File: config.mk
export PLATFORM = sky130hd
export DESIGN_NAME = mem_port_arbiter
export DESIGN_NICKNAME = d
export VERILOG_FILES = /design/src/rtl/mem_port_arbiter.sv
export SDC_FILE = /design/constraint.sdc
export NUM_CORES = 1
export LEC_CHECK = 0
export BUFFER_PORTS_ARGS = -buffer_cell sky130_fd_sc_hd__buf_2
export CAP_MARGIN = 10
export CORE_MARGIN = 10
export CORE_UTILIZATION = 57
export DETAILED_ROUTE_END_ITERATION = 16
export PLACE_DENSITY = 0.83
export SLEW_MARGIN = 20
export SYNTH_ARGS = -nofsm -noshare
export SYNTH_HDL_FRONTEND = slang
export SYNTH_SLANG_ARGS = --single-unit
File: constraint.sdc
create_clock -name clk -period 2.35 [get_ports clk]
set_clock_uncertainty 0.1 [all_clocks]
set_input_delay 0.5875 -clock clk [delete_from_list [all_inputs] [get_ports clk]]
set_output_delay 0.5875 -clock clk [all_outputs]
set_load 0.1 [all_outputs]
File: src/rtl/mem_port_arbiter.sv
// Two-requester arbiter for a shared memory port: round-robin or fixed priority,
// back-to-back grants on completion, and a per-access timeout.
module mem_port_arbiter #(
   parameter int unsigned TIMEOUT    = 15,
   parameter int unsigned FIXED_PRIO = 0
) (
   input  logic clk,
   input  logic rst,
   input  logic req0,
   input  logic req1,
   input  logic mem_ready,
   output logic gnt0,
   output logic gnt1,
   output logic sel,
   output logic mem_start,
   output logic done0,
   output logic done1,
   output logic timeout_err
);

   localparam int unsigned CW = 8;

   typedef enum logic {
      IDLE = 1'b0,
      BUSY = 1'b1
   } state_t;

   state_t        state, state_d;
   logic [CW-1:0] wcnt, wcnt_d;
   logic          last, last_d;
   logic          gnt0_d, gnt1_d, sel_d, start_d, done0_d, done1_d, to_d;
   logic          arb_en, win, any_req, timeout_hit;

   assign any_req     = req0 | req1;
   assign timeout_hit = (wcnt == CW'(TIMEOUT - 1));

   // Winner of the current arbitration; a single request always wins.
   always_comb begin
      win = req1;
      if (req0 && req1) begin
         win = (FIXED_PRIO != 0) ? 1'b1 : ~last;
      end
   end

   // Next-state and registered-output values.
   always_comb begin
      state_d = state;
      wcnt_d  = wcnt;
      last_d  = last;
      gnt0_d  = gnt0;
      gnt1_d  = gnt1;
      sel_d   = sel;
      start_d = 1'b0;
      done0_d = 1'b0;
      done1_d = 1'b0;
      to_d    = 1'b0;
      arb_en  = 1'b0;

      case (state)
         IDLE: arb_en = 1'b1;
         BUSY: begin
            if (mem_ready) begin
               // Completion beats a coincident timeout; sel still names the owner.
               done0_d = ~sel;
               done1_d = sel;
               gnt0_d  = 1'b0;
               gnt1_d  = 1'b0;
               state_d = IDLE;
               arb_en  = 1'b1;
            end else if (timeout_hit) begin
               to_d    = 1'b1;
               gnt0_d  = 1'b0;
               gnt1_d  = 1'b0;
               wcnt_d  = '0;
               state_d = IDLE;
            end else begin
               wcnt_d = wcnt + CW'(1);
            end
         end
         default: state_d = IDLE;
      endcase

      if (arb_en && any_req) begin
         state_d = BUSY;
         gnt0_d  = ~win;
         gnt1_d  = win;
         sel_d   = win;
         last_d  = win;
         start_d = 1'b1;
         wcnt_d  = '0;
      end
   end

   // State, pointer, counter and output flops.
   always_ff @(posedge clk or negedge rst) begin
      if (!rst) begin
         state       <= IDLE;
         wcnt        <= '0;
         last        <= 1'b1;
         gnt0        <= 1'b0;
         gnt1        <= 1'b0;
         sel         <= 1'b0;
         mem_start   <= 1'b0;
         done0       <= 1'b0;
         done1       <= 1'b0;
         timeout_err <= 1'b0;
      end else begin
         state       <= state_d;
         wcnt        <= wcnt_d;
         last        <= last_d;
         gnt0        <= gnt0_d;
         gnt1        <= gnt1_d;
         sel         <= sel_d;
         mem_start   <= start_d;
         done0       <= done0_d;
         done1       <= done1_d;
         timeout_err <= to_d;
      end
   end

endmodule

==> impl_metrics.json, run 1 <==
{
  "finalHoldViolations": 0,
  "antenna_cells": 0,
  "p_per_area_nw_per_um2": 781,
  "status": "finished, final reports clean",
  "seq_area_um2": 427,
  "die_h_um": 57.3,
  "rsz0062_at_grt": "false",
  "critPathMaxStageDelay_ns": 0.44,
  "wl_mm": 1.59,
  "fp-row-count": 13,
  "cts_root_buffer": "clkbuf_4",
  "place_area_um2": 863,
  "core_area_um2": 1300,
  "crit_type": "reg -> out",
  "routedWlPerCell_um": 15.5,
  "finalCritPeriodShare_pct": 77.3,
  "grt_pass1_wl_mm": 2.76,
  "gp_congestion": 0.851,
  "ios": 12,
  "p_sw_uw": 264,
  "multiInputGateArea_um2": 355,
  "cts_max_level": 1,
  "crit_family": "buffers and inverters",
  "drc": 0,
  "grt_pass1_vias": 598,
  "hold_slack_ns": 0.0912,
  "ys_ff_latch": 17,
  "tightest_slew_ns": 0.486,
  "r2r_start": "wcnt[0]",
  "comb_power_share_pct": 26.6,
  "hold_buffers": 0,
  "path_clk_slew_ns": 0.10,
  "drtAntennaViolNets": 0,
  "worstSetupEndpointType": "output pin",
  "clockPowerShare_pct": 22.6,
  "cp_cell_sequence": "buf_2",
  "clock-sinks": 17,
  "die_w_um": 57.3,
  "cts_resized": 0,
  "yosys_warnings": 0,
  "final_nets": 96,
  "rr_endpoint": "wcnt[3]",
  "slowest_stage": "buf_2",
  "vias": 613,
  "final_cell_area_um2": 890,
  "critPathLaunch": "sel",
  "dpl.hpwl_mm": 1.12,
  "initial_core_util_pct": 61.1,
  "p_leak_nw": 0.436,
  "vdd_ir_drop_max_mv": 0.479,
  "clk_latency_ns": 0.29,
  "crit_required_ns": 1.66,
  "arrival_ns": 1.13,
  "crit_buf_inv": 1,
  "drt-pass1-iter-count": 4,
  "drive_above_1_share_pct": 22.7,
  "crit_path_start_kind": "flop",
  "drt-vias-per-instance": 5.95,
  "clockBufferDepth": 2,
  "fmax_mhz": 550,
  "grt-ovfl-total": 0,
  "switching_share_pct": 38.0,
  "cts_tree": "done",
  "avgSynthCellArea_um2": 10.7,
  "r2r_cells": 6,
  "fillCellCount": 106,
  "p_int_uw": 431,
  "synth.yosys.seq_area_share_pct": 53.7,
  "postCtsSetupRepairBufs": 0,
  "finalMaxSlewViolations": 0,
  "grt_max_degree": 18,
  "syn-num-nets": 81,
  "setup-violations-final": 0,
  "synthesis.area_um2": 795,
  "utilization_pct": 68.4,
  "numCtsBuffers": 3,
  "synth_cells": 74,
  "finalSetupTns_ns": 0,
  "syn2layout_area_growth_pct": 12.0,
  "antenna_found_initial": 0,
  "synth_cell_types": 32,
  "pwr-share-seq_pct": 50.8,
  "io_buffers": 11,
  "slew_headroom_pct": 67.5,
  "drt-initial-drc-count": 13,
  "hp-class": "in -> async",
  "worstPathMaxFanout": 4,
  "die_area_um2": 3290,
  "reg2reg_slack_ns": 0.66,
  "period_needed_ns": 1.82,
  "track_usage_pct": 10.5,
  "drv_cap": 0
}
==> Yosys cell counts <==
| cell | n | share of area [%] |
|---|---|---|
| dfrtp_1 | 16 | 50 |
| o21ai_0 | 8 | 5.0 |
| nand2_1 | 6 | 2.8 |
| a21oi_1 | 5 | 3.1 |
| nor2_1 | 4 | 1.9 |
| a22o_1 | 2 | 2.2 |
| a31oi_1 | 2 | 1.6 |
| and3_1 | 2 | 1.6 |
| ha_1 | 2 | 3.1 |
| inv_1 | 2 | 0.95 |
| nand2b_1 | 2 | 1.6 |
| nand3_1 | 2 | 1.3 |
| xor2_1 | 2 | 2.2 |
| a21boi_0 | 1 | 0.95 |
| a21o_1 | 1 | 0.95 |
| a21o_2 | 1 | 1.1 |
| a21oi_2 | 1 | 1.1 |
| a22oi_1 | 1 | 0.95 |
| and3_2 | 1 | 0.95 |
| and3b_1 | 1 | 1.1 |
| and4_1 | 1 | 1.1 |
| buf_2 | 1 | 0.63 |
| dfstp_2 | 1 | 3.3 |
| nand4_1 | 1 | 0.79 |
| nor2b_1 | 1 | 0.79 |
| nor3_1 | 1 | 0.63 |
| nor3_2 | 1 | 1.3 |
| nor4b_4 | 1 | 3.0 |
| o211a_1 | 1 | 1.3 |
| o21ai_1 | 1 | 0.63 |
| o31ai_1 | 1 | 0.95 |
| or3_1 | 1 | 0.79 |
==> through the flow <==
stage | setup WS (ns) | cells | power [mW]
finish | 0.533 | 103 | 0.695
global route | 0.481 | 103 | 0.728
CTS | 0.533 | 103 | 0.693
detailed placement | 0.597 | 99 | 0.542
global placement | 0.646 | 99 | 0.536
floorplan | 0.740 | 74 | 0.498
==> layer usage <==
metal | vias up | track usage (%) | wire length [um]
met5 | - | 0 | 0
met4 | 0 | 5.03 | 25
met3 | 5 | 3.10 | 68
met2 | 16 | 15.3 | 718
met1 | 295 | 13.6 | 781
li1 | 297 | - | -
==> area by class of cell <==
| type | instances | area share [%] |
|---|---|---|
| clock buffer | 4 | 2.95 |
| inverter | 2 | 0.844 |
| multi-input combinational | 54 | 39.9 |
| sequential | 17 | 48.0 |
| tap | 15 | 2.11 |
| timing repair buffer | 11 | 6.19 |
==> power groups by stage <==
stage	clock network, mW	logic (mW)	registers, mW
2_1_floorplan	0	0.0519	0.446
3_3_place_gp	0	0.181	0.355
3_5_place_dp	0	0.185	0.357
4_1_cts	0.155	0.186	0.351
5_1_grt	0.174	0.197	0.357
6_report	0.157	0.185	0.353
==> kinds of logic after synthesis <==
kind of cell	after synthesis	share of synthesized area (%)
buf+inv	3	1.57
xor+xnor	2	2.21
simple gates	25	19.5
compound gates	25	19.8
flops	17	53.7
fa+ha+maj	2	3.15
==> registers in the layout, summed over array words and instances, names as in the netlist <==
signal and cells:
last 1, sel 1, timeout_err 1, done1 1, mem_start 1, wcnt 8
state 1, gnt1 1, gnt0 1, done0 1
==> layout by cell type (no fill, tap or decap), drive strengths merged, types with 3 or more instances in the layout <==
cell / n
dfrtp: 16
buf: 11
o21ai: 9
nand2: 6
a21oi: 6
nor2: 4
clkbuf: 4
and3: 3
==> worst max path at each step <==
stage / end / slack, ns / cells past startpoint
2_1_floorplan: sel / 0.74 / 0
3_3_place_gp: wcnt[4] / 0.65 / 5
3_5_place_dp: gnt1 / 0.60 / 5
4_1_cts: sel / 0.53 / 1
5_1_grt: sel / 0.48 / 1
6_report: sel / 0.53 / 1
Power figures use the tool's default switching activity.
==> run 2: changes to the inputs <==
Settings changed: ABC_AREA set to 1, CORE_UTILIZATION 57 to 53, PLACE_DENSITY 0.83 to 0.78.
Clock period 2.35 ns to 1.7 ns, I/O delays scaled along.
==> impl_metrics.json, run 2 <==
{
  "finalSetupTns_ns": 0,
  "fp-row-count": 14,
  "ios": 12,
  "synth_common_cells": "33 x nand2_1, 16 x dfrtp_1, 13 x inv_1, 9 x nor2_1, 7 x nand3_1",
  "vias": 664,
  "finalHoldViolations": 0,
  "cp_cell_sequence": "buf_2",
  "cts_max_level": 1,
  "crit_path_start_kind": "flop",
  "path_clk_slew_ns": 0.09,
  "crit_type": "reg -> out",
  "synth_top_cell_by_area": "dfrtp_1",
  "multiInputGateArea_um2": 333,
  "place_area_um2": 883,
  "postCtsSetupRepairBufs": 0,
  "crit_buf_inv": 1,
  "syn2layout_area_growth_pct": 13.9,
  "hold_slack_ns": 0.306,
  "final_cell_area_um2": 921,
  "drt-initial-drc-count": 15,
  "worstSetupEndpointType": "output pin",
  "drive_above_1_share_pct": 17.5,
  "total_power_uw": 885,
  "drt-vias-per-instance": 5.11,
  "final_cell_mix": "33 x nand2_1, 16 x dfrtp_1, 13 x inv_1, 11 x buf_2, 9 x nor2_1",
  "p_sw_uw": 323,
  "synthArstFlopShare_pct": 100,
  "crit_required_ns": 1.17,
  "yosys.area.top_type_share_pct": 49.5,
  "drc": 0,
  "slew_headroom_pct": 67.4,
  "post-synth-top-count-cell": "nand2_1",
  "regMostFlops": "wcnt",
  "drv_cap": 0,
  "critPathMaxStageDelay_ns": 0.43,
  "r2r_start": "wcnt[0]",
  "antenna_cells": 0,
  "clockBufferDepth": 2,
  "synth_cell_types": 16,
  "place_ws_ns": 0.284,
  "cts_root_buffer": "clkbuf_4",
  "antenna_found_initial": 0,
  "p_int_uw": 562,
  "drtAntennaViolNets": 0,
  "utilization_pct": 62.6,
  "fillCellCount": 142,
  "die_area_um2": 3490,
  "ys_ff_latch": 17,
  "switching_share_pct": 36.5,
  "drt-pass1-iter-count": 4,
  "fin_cells": 130,
  "period_needed_ns": 1.62,
  "slowest_stage": "buf_2",
  "io_buffers": 11,
  "syn-num-nets": 105,
  "numCtsBuffers": 3,
  "grt_pass1_vias": 676,
  "avgSynthCellArea_um2": 8.25,
  "die_h_um": 59.1,
  "track_usage_pct": 9.54,
  "arrival_ns": 1.09,
  "clk_latency_ns": 0.29,
  "pwr-share-seq_pct": 51.4,
  "dpl.hpwl_mm": 1.19,
  "hp-class": "in -> reg",
  "ys.flop_type": "dfrtp_1",
  "vdd_ir_drop_max_mv": 0.644,
  "clockPowerShare_pct": 24.1,
  "grt_pass1_wl_mm": 2.62,
  "initial_core_util_pct": 54.9,
  "worstPathMaxFanout": 3,
  "rsz0062_at_grt": "false",
  "p_leak_nw": 0.488,
  "status": "finished, final reports clean",
  "placed_cells": 125,
  "wl_mm": 1.51,
  "crit_family": "buffers and inverters",
  "yosys_warnings": 0,
  "die_w_um": 59.1,
  "synthesis.area_um2": 808,
  "synth_edf_count": 0,
  "core_area_um2": 1470,
  "seq_area_um2": 427,
  "synth.yosys.seq_area_share_pct": 52.8,
  "largest_reg_flops": 8,
  "synth_cells": 98,
  "gp_congestion": 0.845,
  "hold_path_startpoint": "mem_ready",
  "setup-violations-final": 0,
  "worst_slack_ns": 0.0821,
  "finalMaxSlewViolations": 0,
  "tightest_slew_ns": 0.492,
  "layout_commonest_cell": "nand2_1",
  "comb_power_share_pct": 24.5,
  "final_nets": 122,
  "grt-ovfl-total": 0,
  "cts_tree": "done",
  "grt_max_degree": 18,
  "routedWlPerCell_um": 11.6,
  "critPathLaunch": "sel",
  "p_per_area_nw_per_um2": 961,
  "clock-sinks": 17,
  "synthTopCellsByArea": "dfrtp_1 50%, nand2_1 15%, inv_1 6.0%",
  "finalCritPeriodShare_pct": 95.2,
  "fmax_mhz": 618
}
-- run 2: changes by cell type after synthesis, moves of 5 or more --
cell     before  now
nand3_1       2    7
nand2_1       6   33
nor2_1        4    9
inv_1         2   13
a21oi_1       5    0
-- run 2: logic make-up (layout without fill, tap and decap cells) --
group | count (synthesis) | after routing | share of synthesized area (%)
DFF | 17 | 17 | 52.8
AOI/OAI and AO/OA | 10 | 10 | 8.51
adders and majority gates | 2 | 2 | 3.10
and+or+nand+nor | 55 | 55 | 28.5
buffers and inverters | 13 | 29 | 6.04
xor gates and xnor gates | 1 | 1 | 1.08
-- run 2: worst paths after layout --
check                      cells after the start  slack (ns)       to
max in group asynchronous                      2        0.72     last
hold / removal                                 3        0.31    done1
setup reg to reg                               7        0.30     gnt1
setup / recovery                               1        0.08      sel
min in group asynchronous                      2        0.47  wcnt[6]
hold reg to reg                                1        0.37    done0
-- run 2: layer usage --
metal,track usage (%),wire length (um)
met1,10.1,677
met2,14.9,721
met3,3.65,74
met4,7.54,40
met5,0,0
-- run 2: power by group through the flow --
stage	sequential (mW)	clock (mW)	combinational (mW)
final	0.455	0.213	0.217
after floorplan	0.581	0	0.0504
after global placement	0.462	0	0.214
after CTS	0.455	0.219	0.219
after global routing	0.459	0.238	0.231
after detailed placement	0.463	0	0.217
-- run 2: repair_timing --
action	CTS	global route
resized for setup	0	0
hold endpoints to repair	16	0
hold buffers	1	0
-- run 2: cell type report --
| type | instances | share of cell area [%] |
|---|---|---|
| clock buffers | 3 | 2.45 |
| clock inverters | 1 | 0.543 |
| inverters | 13 | 5.30 |
| multi-input cells | 68 | 36.1 |
| flip-flops and latches | 17 | 46.3 |
| well taps | 16 | 2.17 |
| repair buffers | 12 | 7.07 |
